$ cat config.mk
export PLATFORM = sky130hd
export DESIGN_NAME = ms_riscv32_mp_irq_ctrl
export DESIGN_NICKNAME = d
export VERILOG_FILES = /design/src/rtl/ms_riscv32_mp_pkg.sv /design/src/rtl/ms_riscv32_mp_irq_gateway.sv /design/src/rtl/ms_riscv32_mp_irq_ctrl.sv
export SDC_FILE = /design/constraint.sdc
export NUM_CORES = 1
export LEC_CHECK = 0
export BUFFER_PORTS_ARGS = -buffer_cell sky130_fd_sc_hd__clkbuf_2
export CAP_MARGIN = 20
export CORE_MARGIN = 3
export CORE_UTILIZATION = 52
export CTS_CLUSTER_SIZE = 16
export DETAILED_ROUTE_END_ITERATION = 6
export PLACE_DENSITY = 0.77
export SYNTH_ARGS = -nofsm -noshare
export SYNTH_HDL_FRONTEND = slang
export SYNTH_SLANG_ARGS = --single-unit
$ cat constraint.sdc
create_clock -name ms_riscv32_mp_clk_in -period 20.3 [get_ports ms_riscv32_mp_clk_in]
set_input_delay 1.015 -clock ms_riscv32_mp_clk_in [delete_from_list [all_inputs] [get_ports ms_riscv32_mp_clk_in]]
set_output_delay 1.015 -clock ms_riscv32_mp_clk_in [all_outputs]
set_load 0.05 [all_outputs]
$ cat src/rtl/ms_riscv32_mp_pkg.sv
// Shared constants for the ms_riscv32_mp interrupt controller:
// mcause codes, configuration register indices and gateway FSM encoding.
package ms_riscv32_mp_pkg;

  localparam int ID_W = 5;

  // mcause values presented to the core
  localparam logic [31:0] CAUSE_NONE = 32'h0000_0000;
  localparam logic [31:0] CAUSE_EXT  = 32'h8000_000B;
  localparam logic [31:0] CAUSE_SW   = 32'h8000_0003;
  localparam logic [31:0] CAUSE_TMR  = 32'h8000_0007;

  // Configuration register indices (0..NUM_EIRQ-1 are channel priorities)
  localparam logic [5:0] CFG_ENABLE  = 6'd32;
  localparam logic [5:0] CFG_THRESH  = 6'd33;
  localparam logic [5:0] CFG_CORE_EN = 6'd34;
  localparam logic [5:0] CFG_PENDING = 6'd35;

  // Gateway FSM encoding
  localparam logic [1:0] GW_IDLE = 2'd0;
  localparam logic [1:0] GW_PEND = 2'd1;
  localparam logic [1:0] GW_INSV = 2'd2;

endpackage

$ cat src/rtl/ms_riscv32_mp_irq_gateway.sv
// Per-channel interrupt gateway: two-flop synchroniser, rising-edge detect,
// and the IDLE/PENDING/IN_SERVICE lifecycle with a one-deep edge latch.
module ms_riscv32_mp_irq_gateway
  import ms_riscv32_mp_pkg::*;
#(
  parameter bit EDGE = 1'b0
) (
  input  logic clk_i,
  input  logic rst_i,
  input  logic irq_i,
  input  logic claim_i,
  input  logic complete_i,
  output logic pending_o
);

  logic       sync1_q, sync2_q, prev_q;
  logic       latch_q, latch_d;
  logic [1:0] state_q, state_d;
  logic       rise, trig;

  assign rise = sync2_q & ~prev_q;
  assign trig = EDGE ? rise : sync2_q;

  // Synchronise the asynchronous line and keep the previous sample for edge detection
  always_ff @(posedge clk_i or posedge rst_i) begin
    if (rst_i) begin
      sync1_q <= 1'b0;
      sync2_q <= 1'b0;
      prev_q  <= 1'b0;
    end else begin
      sync1_q <= irq_i;
      sync2_q <= sync1_q;
      prev_q  <= sync2_q;
    end
  end

  // Next-state logic; a complete is applied before a simultaneous claim
  always_comb begin
    state_d = state_q;
    latch_d = latch_q;
    case (state_q)
      GW_IDLE: begin
        if (trig) state_d = GW_PEND;
      end
      GW_PEND: begin
        if (claim_i)                state_d = GW_INSV;
        else if (!EDGE && !sync2_q) state_d = GW_IDLE;
      end
      GW_INSV: begin
        if (complete_i) begin
          latch_d = 1'b0;
          if (claim_i)                                 state_d = GW_INSV;
          else if (EDGE ? (latch_q | rise) : sync2_q) state_d = GW_PEND;
          else                                         state_d = GW_IDLE;
        end else if (EDGE && rise) begin
          latch_d = 1'b1;
        end
      end
      default: state_d = GW_IDLE;
    endcase
  end

  // State and edge-latch registers
  always_ff @(posedge clk_i or posedge rst_i) begin
    if (rst_i) begin
      state_q <= GW_IDLE;
      latch_q <= 1'b0;
    end else begin
      state_q <= state_d;
      latch_q <= latch_d;
    end
  end

  assign pending_o = (state_q == GW_PEND);

endmodule

$ cat src/rtl/ms_riscv32_mp_irq_ctrl.sv
// Interrupt controller for the ms_riscv32_mp core: per-channel gateways,
// priority/threshold arbitration, core-level source ordering and config regs.
module ms_riscv32_mp_irq_ctrl
  import ms_riscv32_mp_pkg::*;
#(
  parameter int                  NUM_EIRQ  = 8,
  parameter int                  PRIO_W    = 3,
  parameter logic [NUM_EIRQ-1:0] EDGE_MASK = '0
) (
  input  logic                ms_riscv32_mp_clk_in,
  input  logic                ms_riscv32_mp_rst_in,
  input  logic [NUM_EIRQ-1:0] ms_riscv32_mp_eirq_in,
  input  logic                ms_riscv32_mp_tirq_in,
  input  logic                ms_riscv32_mp_sirq_in,
  input  logic                ms_riscv32_mp_cfg_wr_in,
  input  logic [5:0]          ms_riscv32_mp_cfg_addr_in,
  input  logic [31:0]         ms_riscv32_mp_cfg_wdata_in,
  output logic [31:0]         ms_riscv32_mp_cfg_rdata_out,
  input  logic                ms_riscv32_mp_claim_in,
  input  logic                ms_riscv32_mp_complete_in,
  input  logic [ID_W-1:0]     ms_riscv32_mp_complete_id_in,
  output logic                ms_riscv32_mp_irq_req_out,
  output logic [31:0]         ms_riscv32_mp_irq_cause_out,
  output logic [ID_W-1:0]     ms_riscv32_mp_irq_id_out,
  output logic [ID_W-1:0]     ms_riscv32_mp_claim_id_out
);

  logic              clk, rst;
  logic [PRIO_W-1:0] prio_q [NUM_EIRQ];
  logic [NUM_EIRQ-1:0] en_q;
  logic [PRIO_W-1:0] thr_q;
  logic              sie_q, tie_q;

  logic [NUM_EIRQ-1:0] pend_vec, claim_vec, cmpl_vec;
  logic [PRIO_W-1:0] win_prio;
  logic [ID_W-1:0]   win_id;
  logic              ext_req, sw_req, tm_req;

  logic              req_q, req_d;
  logic [31:0]       cause_q, cause_d;
  logic [ID_W-1:0]   id_q, claim_id_q;
  logic [31:0]       rdata_q, rdata_d;
  logic              unused_wdata;

  assign clk = ms_riscv32_mp_clk_in;
  assign rst = ms_riscv32_mp_rst_in;
  // Only the low bits of write data are stored; the rest are deliberately dropped
  assign unused_wdata = ^ms_riscv32_mp_cfg_wdata_in;

  // One gateway per external line; claim targets the currently presented ID
  for (genvar n = 0; n < NUM_EIRQ; n++) begin : g_gw
    assign claim_vec[n] = ms_riscv32_mp_claim_in && (id_q == ID_W'(n + 1));
    assign cmpl_vec[n]  = ms_riscv32_mp_complete_in &&
                          (ms_riscv32_mp_complete_id_in == ID_W'(n + 1));
    ms_riscv32_mp_irq_gateway #(.EDGE(EDGE_MASK[n])) u_gw (
      .clk_i      (clk),
      .rst_i      (rst),
      .irq_i      (ms_riscv32_mp_eirq_in[n]),
      .claim_i    (claim_vec[n]),
      .complete_i (cmpl_vec[n]),
      .pending_o  (pend_vec[n])
    );
  end

  // Highest priority above threshold wins; strict compare keeps the lowest index on ties
  always_comb begin
    win_prio = '0;
    win_id   = '0;
    for (int n = 0; n < NUM_EIRQ; n++) begin
      if (pend_vec[n] && en_q[n] && (prio_q[n] > thr_q) && (prio_q[n] > win_prio)) begin
        win_prio = prio_q[n];
        win_id   = ID_W'(n + 1);
      end
    end
  end

  assign ext_req = (win_id != '0);
  assign sw_req  = ms_riscv32_mp_sirq_in & sie_q;
  assign tm_req  = ms_riscv32_mp_tirq_in & tie_q;
  assign req_d   = ext_req | sw_req | tm_req;

  // Core-level ordering: external, then software, then timer
  always_comb begin
    cause_d = CAUSE_NONE;
    if (ext_req)     cause_d = CAUSE_EXT;
    else if (sw_req) cause_d = CAUSE_SW;
    else if (tm_req) cause_d = CAUSE_TMR;
  end

  // Registered request, cause, winning ID and claim response
  always_ff @(posedge clk or posedge rst) begin
    if (rst) begin
      req_q      <= 1'b0;
      cause_q    <= CAUSE_NONE;
      id_q       <= '0;
      claim_id_q <= '0;
    end else begin
      req_q   <= req_d;
      cause_q <= cause_d;
      id_q    <= win_id;
      if (ms_riscv32_mp_claim_in) claim_id_q <= id_q;
    end
  end

  // Configuration register writes; unmapped indices are ignored
  always_ff @(posedge clk or posedge rst) begin
    if (rst) begin
      for (int n = 0; n < NUM_EIRQ; n++) prio_q[n] <= '0;
      en_q  <= '0;
      thr_q <= '0;
      sie_q <= 1'b0;
      tie_q <= 1'b0;
    end else if (ms_riscv32_mp_cfg_wr_in) begin
      for (int n = 0; n < NUM_EIRQ; n++) begin
        if (ms_riscv32_mp_cfg_addr_in == 6'(n)) prio_q[n] <= ms_riscv32_mp_cfg_wdata_in[PRIO_W-1:0];
      end
      case (ms_riscv32_mp_cfg_addr_in)
        CFG_ENABLE:  en_q  <= ms_riscv32_mp_cfg_wdata_in[NUM_EIRQ-1:0];
        CFG_THRESH:  thr_q <= ms_riscv32_mp_cfg_wdata_in[PRIO_W-1:0];
        CFG_CORE_EN: {sie_q, tie_q} <= ms_riscv32_mp_cfg_wdata_in[1:0];
        default: ;
      endcase
    end
  end

  // Read mux; unmapped indices return zero
  always_comb begin
    rdata_d = '0;
    for (int n = 0; n < NUM_EIRQ; n++) begin
      if (ms_riscv32_mp_cfg_addr_in == 6'(n)) rdata_d = 32'(prio_q[n]);
    end
    case (ms_riscv32_mp_cfg_addr_in)
      CFG_ENABLE:  rdata_d = 32'(en_q);
      CFG_THRESH:  rdata_d = 32'(thr_q);
      CFG_CORE_EN: rdata_d = {30'b0, sie_q, tie_q};
      CFG_PENDING: rdata_d = 32'(pend_vec);
      default: ;
    endcase
  end

  // Read data register gives the one-cycle read latency
  always_ff @(posedge clk or posedge rst) begin
    if (rst) rdata_q <= '0;
    else     rdata_q <= rdata_d;
  end

  assign ms_riscv32_mp_cfg_rdata_out  = rdata_q;
  assign ms_riscv32_mp_irq_req_out    = req_q;
  assign ms_riscv32_mp_irq_cause_out  = cause_q;
  assign ms_riscv32_mp_irq_id_out     = id_q;
  assign ms_riscv32_mp_claim_id_out   = claim_id_q;

endmodule

==> impl_metrics.json <==
{
  "outcome": "finished, final reports clean",
  "timing.reg2reg.setup_slack_ps": 8290,
  "required_ps": 20480,
  "ys_ff_latch": 89,
  "crit_slowest_cell": "a221oi_1",
  "rr_worst_depth": 49,
  "maxSlewViolCount": 0,
  "cts_resized": 0,
  "arrival_ps": 12200,
  "dpl-instance-area_um2": 5800,
  "synth_edf_count": 0,
  "holdPathEnd": "g_gw[2].u_gw.sync2_q",
  "hold_violations": 0,
  "synthArstFlopShare_pct": 100,
  "grt_pass1_wl_um": 20900,
  "antenna_found_initial": 0,
  "seq_area_frac_synth_pct": 39.7,
  "endpoint_kind": "register",
  "worst_pin_slew_ps": 1180,
  "grt_overflow_total": 0,
  "rr_startpoint": "thr_q[1]",
  "routed_via_density": 5.87,
  "critPathMostFrequentCell": "ha_1",
  "dp_hpwl_um": 10100,
  "boundaryPins": 133,
  "power.density_nw_per_um2": 86.7,
  "holdCritStartpoint": "g_gw[2].u_gw.sync1_q",
  "synth_top_cells_by_area": "dfrtp_1 40%, ha_1 9.1%, buf_4 7.4%",
  "die_h_um": 110,
  "fin_tns_setup_ps": 0,
  "utilization_pct": 58.4,
  "cts_tree": "yes",
  "reg2reg_to": "ms_riscv32_mp_irq_req_out",
  "cpPeakStageDelay_ps": 930,
  "setup_viol": 0,
  "hold_buffers": 0,
  "rows": 37,
  "grt_max_degree": 90,
  "hold_depth": 0,
  "hold_path_class": "reg -> reg",
  "critPathLaunchType": "register",
  "cp_max_fo": 9,
  "critPathKind": "reg -> reg",
  "maxSlewHeadroom_pct": 21.1,
  "syn_area_um2": 5620,
  "num_vias": 4402,
  "critPathBufInv": 2,
  "clk_pin_slew_ps": 90,
  "crit_start": "thr_q[1]",
  "port_buffers": 55,
  "drc_errors": 0,
  "cts-root-buf": "clkbuf_8",
  "place.gp.congestion": 0.978,
  "cts_buffers": 9,
  "insertedDiodeCount": 0,
  "grt_pass1_vias": 4241,
  "drive_gt1_share_pct": 21.2,
  "clkLatencyLatePin_ps": 360,
  "detail_route.first_pass.iterations": 5,
  "wl_per_cell_um": 17.8,
  "final_nets": 708,
  "cp_top_family": "compound AO/OA/AOI/OAI gates",
  "core_um2": 10400,
  "grt_use_total_pct": 22.6,
  "yosysTopAreaCellShare_pct": 39.7,
  "clock-skew-final_ps": 9.36,
  "post_cts_buffers": 0,
  "htreeDepth": 3,
  "timing.fmax_mhz": 83.3,
  "ant_nets": 0,
  "total_power_uw": 527,
  "drv_cap": 0,
  "grt-busiest-layer": "met2",
  "rsz0062_at_grt": "no",
  "cts.sinks": 89,
  "initial_utilization_pct": 53.9,
  "syn2layout_area_growth_pct": 8.31,
  "clockBufferDepth": 2,
  "post-route-min-period_ps": 12010,
  "fin_crit_sh_pct": 59.2,
  "synth_cells": 554,
  "finalInstanceArea_um2": 6080,
  "synthDistinctLibCells": 71,
  "drtIter0Drc": 300,
  "die-area_um2": 12100,
  "met1_usage_pct": 29.6,
  "die_x_um": 110,
  "wl_um": 13400,
  "use_met2_pct": 37.5,
  "synth_top_area_cell": "dfrtp_1",
  "max-vdd-ir-drop_mv": 0.0551,
  "syn_area_per_cell_um2": 10.1,
  "ys_warn_count": 0,
  "leakage_nw": 2.93,
  "synth-main-ff-cell": "dfrtp_1",
  "use_met3_pct": 3.93
}
-- cell usage after synthesis (6+ instances only) --
| cell type | number |
|---|---|
| dfrtp_1 | 89 |
| buf_4 | 55 |
| ha_1 | 41 |
| mux2_2 | 35 |
| nand2_1 | 35 |
| nor2_1 | 33 |
| inv_1 | 30 |
| a21oi_1 | 22 |
| o21ai_0 | 21 |
| nand3_1 | 19 |
| and2_1 | 15 |
| nand3b_1 | 13 |
| a22oi_1 | 9 |
| a31oi_1 | 9 |
| clkbuf_1 | 8 |
| nand4_1 | 7 |
| nor2b_1 | 7 |
| nor3_1 | 7 |
| o22ai_1 | 7 |
| a21o_1 | 6 |
| and3_1 | 6 |
| nand2b_1 | 6 |
-- where the power goes --
part	switching, mW	total [mW]	internal [mW]
combinational	0.108	0.163	0.0549
clock	0.0668	0.150	0.0828
sequential	0.0202	0.215	0.195
total	0.195	0.527	0.333
-- layout make-up --
class	instances	area [µm²]
timing repair buffer	58	315
fill	881	4330
inverter	30	114
tap	136	170
clock inverter	7	124
clock buffer	9	124
multi-input combinational	421	3010
sequential	89	2230
-- worst reg2reg max path: cells and delay by family (launching register included) --
family	cells	cell delay (ps)
AOI/OAI and AO/OA	19	4800
and+or+nand+nor	18	3000
adders and majority gates	8	2390
muxes	2	640
buffers and inverters	2	590
DFF	1	390
-- stage by stage --
stage / worst slack (ps) / hold slack [ps] / instances
after floorplan: 10160 / 331 / 606
after global placement: 8890 / 332 / 732
after detailed placement: 8560 / 335 / 732
after CTS: 8490 / 357 / 748
after global routing: 7590 / 365 / 750
final: 8290 / 356 / 750
-- cell families (layout without fill, tap and decap cells) --
logic type	count (synthesis)	after routing	share of synthesized area [%]
simple gates	165	165	16.0
mux	43	43	9.67
buf+inv	96	104	10.2
compound gates	119	119	15.2
fa+ha+maj	41	41	9.14
flops	89	89	39.7
other cells	1	53	0.0668
-- cells in the final DEF (no fill, tap or decap), types with 3 or more instances in the layout --
cell type and instances:
clkbuf_2 56, o22ai_1 7, bufinv_16 3, a31oi_1 9, a21o_1 6, nor2b_1 7
o21a_1 3, nand2b_1 6, nand4_1 7, a311oi_1 3, conb_1 53, a22oi_1 9
dfrtp_1 89, inv_1 29, clkbuf_8 9, and3_1 6, ha_1 41, and2_1 15
nand3b_1 13, o31a_1 4, nor2_1 33, mux4_2 5, a21oi_1 22, and4_1 3
mux2_2 35, nand2_1 35, a311o_1 3, a22o_1 5, o21ai_0 21, nor3_1 7
nand3_1 19
-- worst max path at each step --
stage | to | depth (start not counted)
2_1_floorplan | ms_riscv32_mp_irq_cause_out[1] | 50
3_3_place_gp | ms_riscv32_mp_irq_req_out | 49
3_5_place_dp | ms_riscv32_mp_irq_req_out | 49
4_1_cts | ms_riscv32_mp_irq_req_out | 49
5_1_grt | ms_riscv32_mp_irq_req_out | 49
6_report | ms_riscv32_mp_irq_req_out | 49
-- flip-flops by register name, summed over array words and instances, names as in the netlist --
name                         cells
g_gw.u_gw.sync1_q                8
ms_riscv32_mp_irq_id_out         4
sie_q                            1
g_gw.u_gw.state_q               16
ms_riscv32_mp_irq_cause_out      3
thr_q                            3
g_gw.u_gw.sync2_q                8
ms_riscv32_mp_claim_id_out       4
ms_riscv32_mp_cfg_rdata_out      8
en_q                             8
prio_q                          24
tie_q                            1
ms_riscv32_mp_irq_req_out        1
-- metal layers --
metal,vias to the layer above,wire length [µm]
met5,-,0
met4,0,405
met3,43,1010
met2,213,6470
met1,2120,5480
li1,2026,-
(Power assumes the default switching activity.)
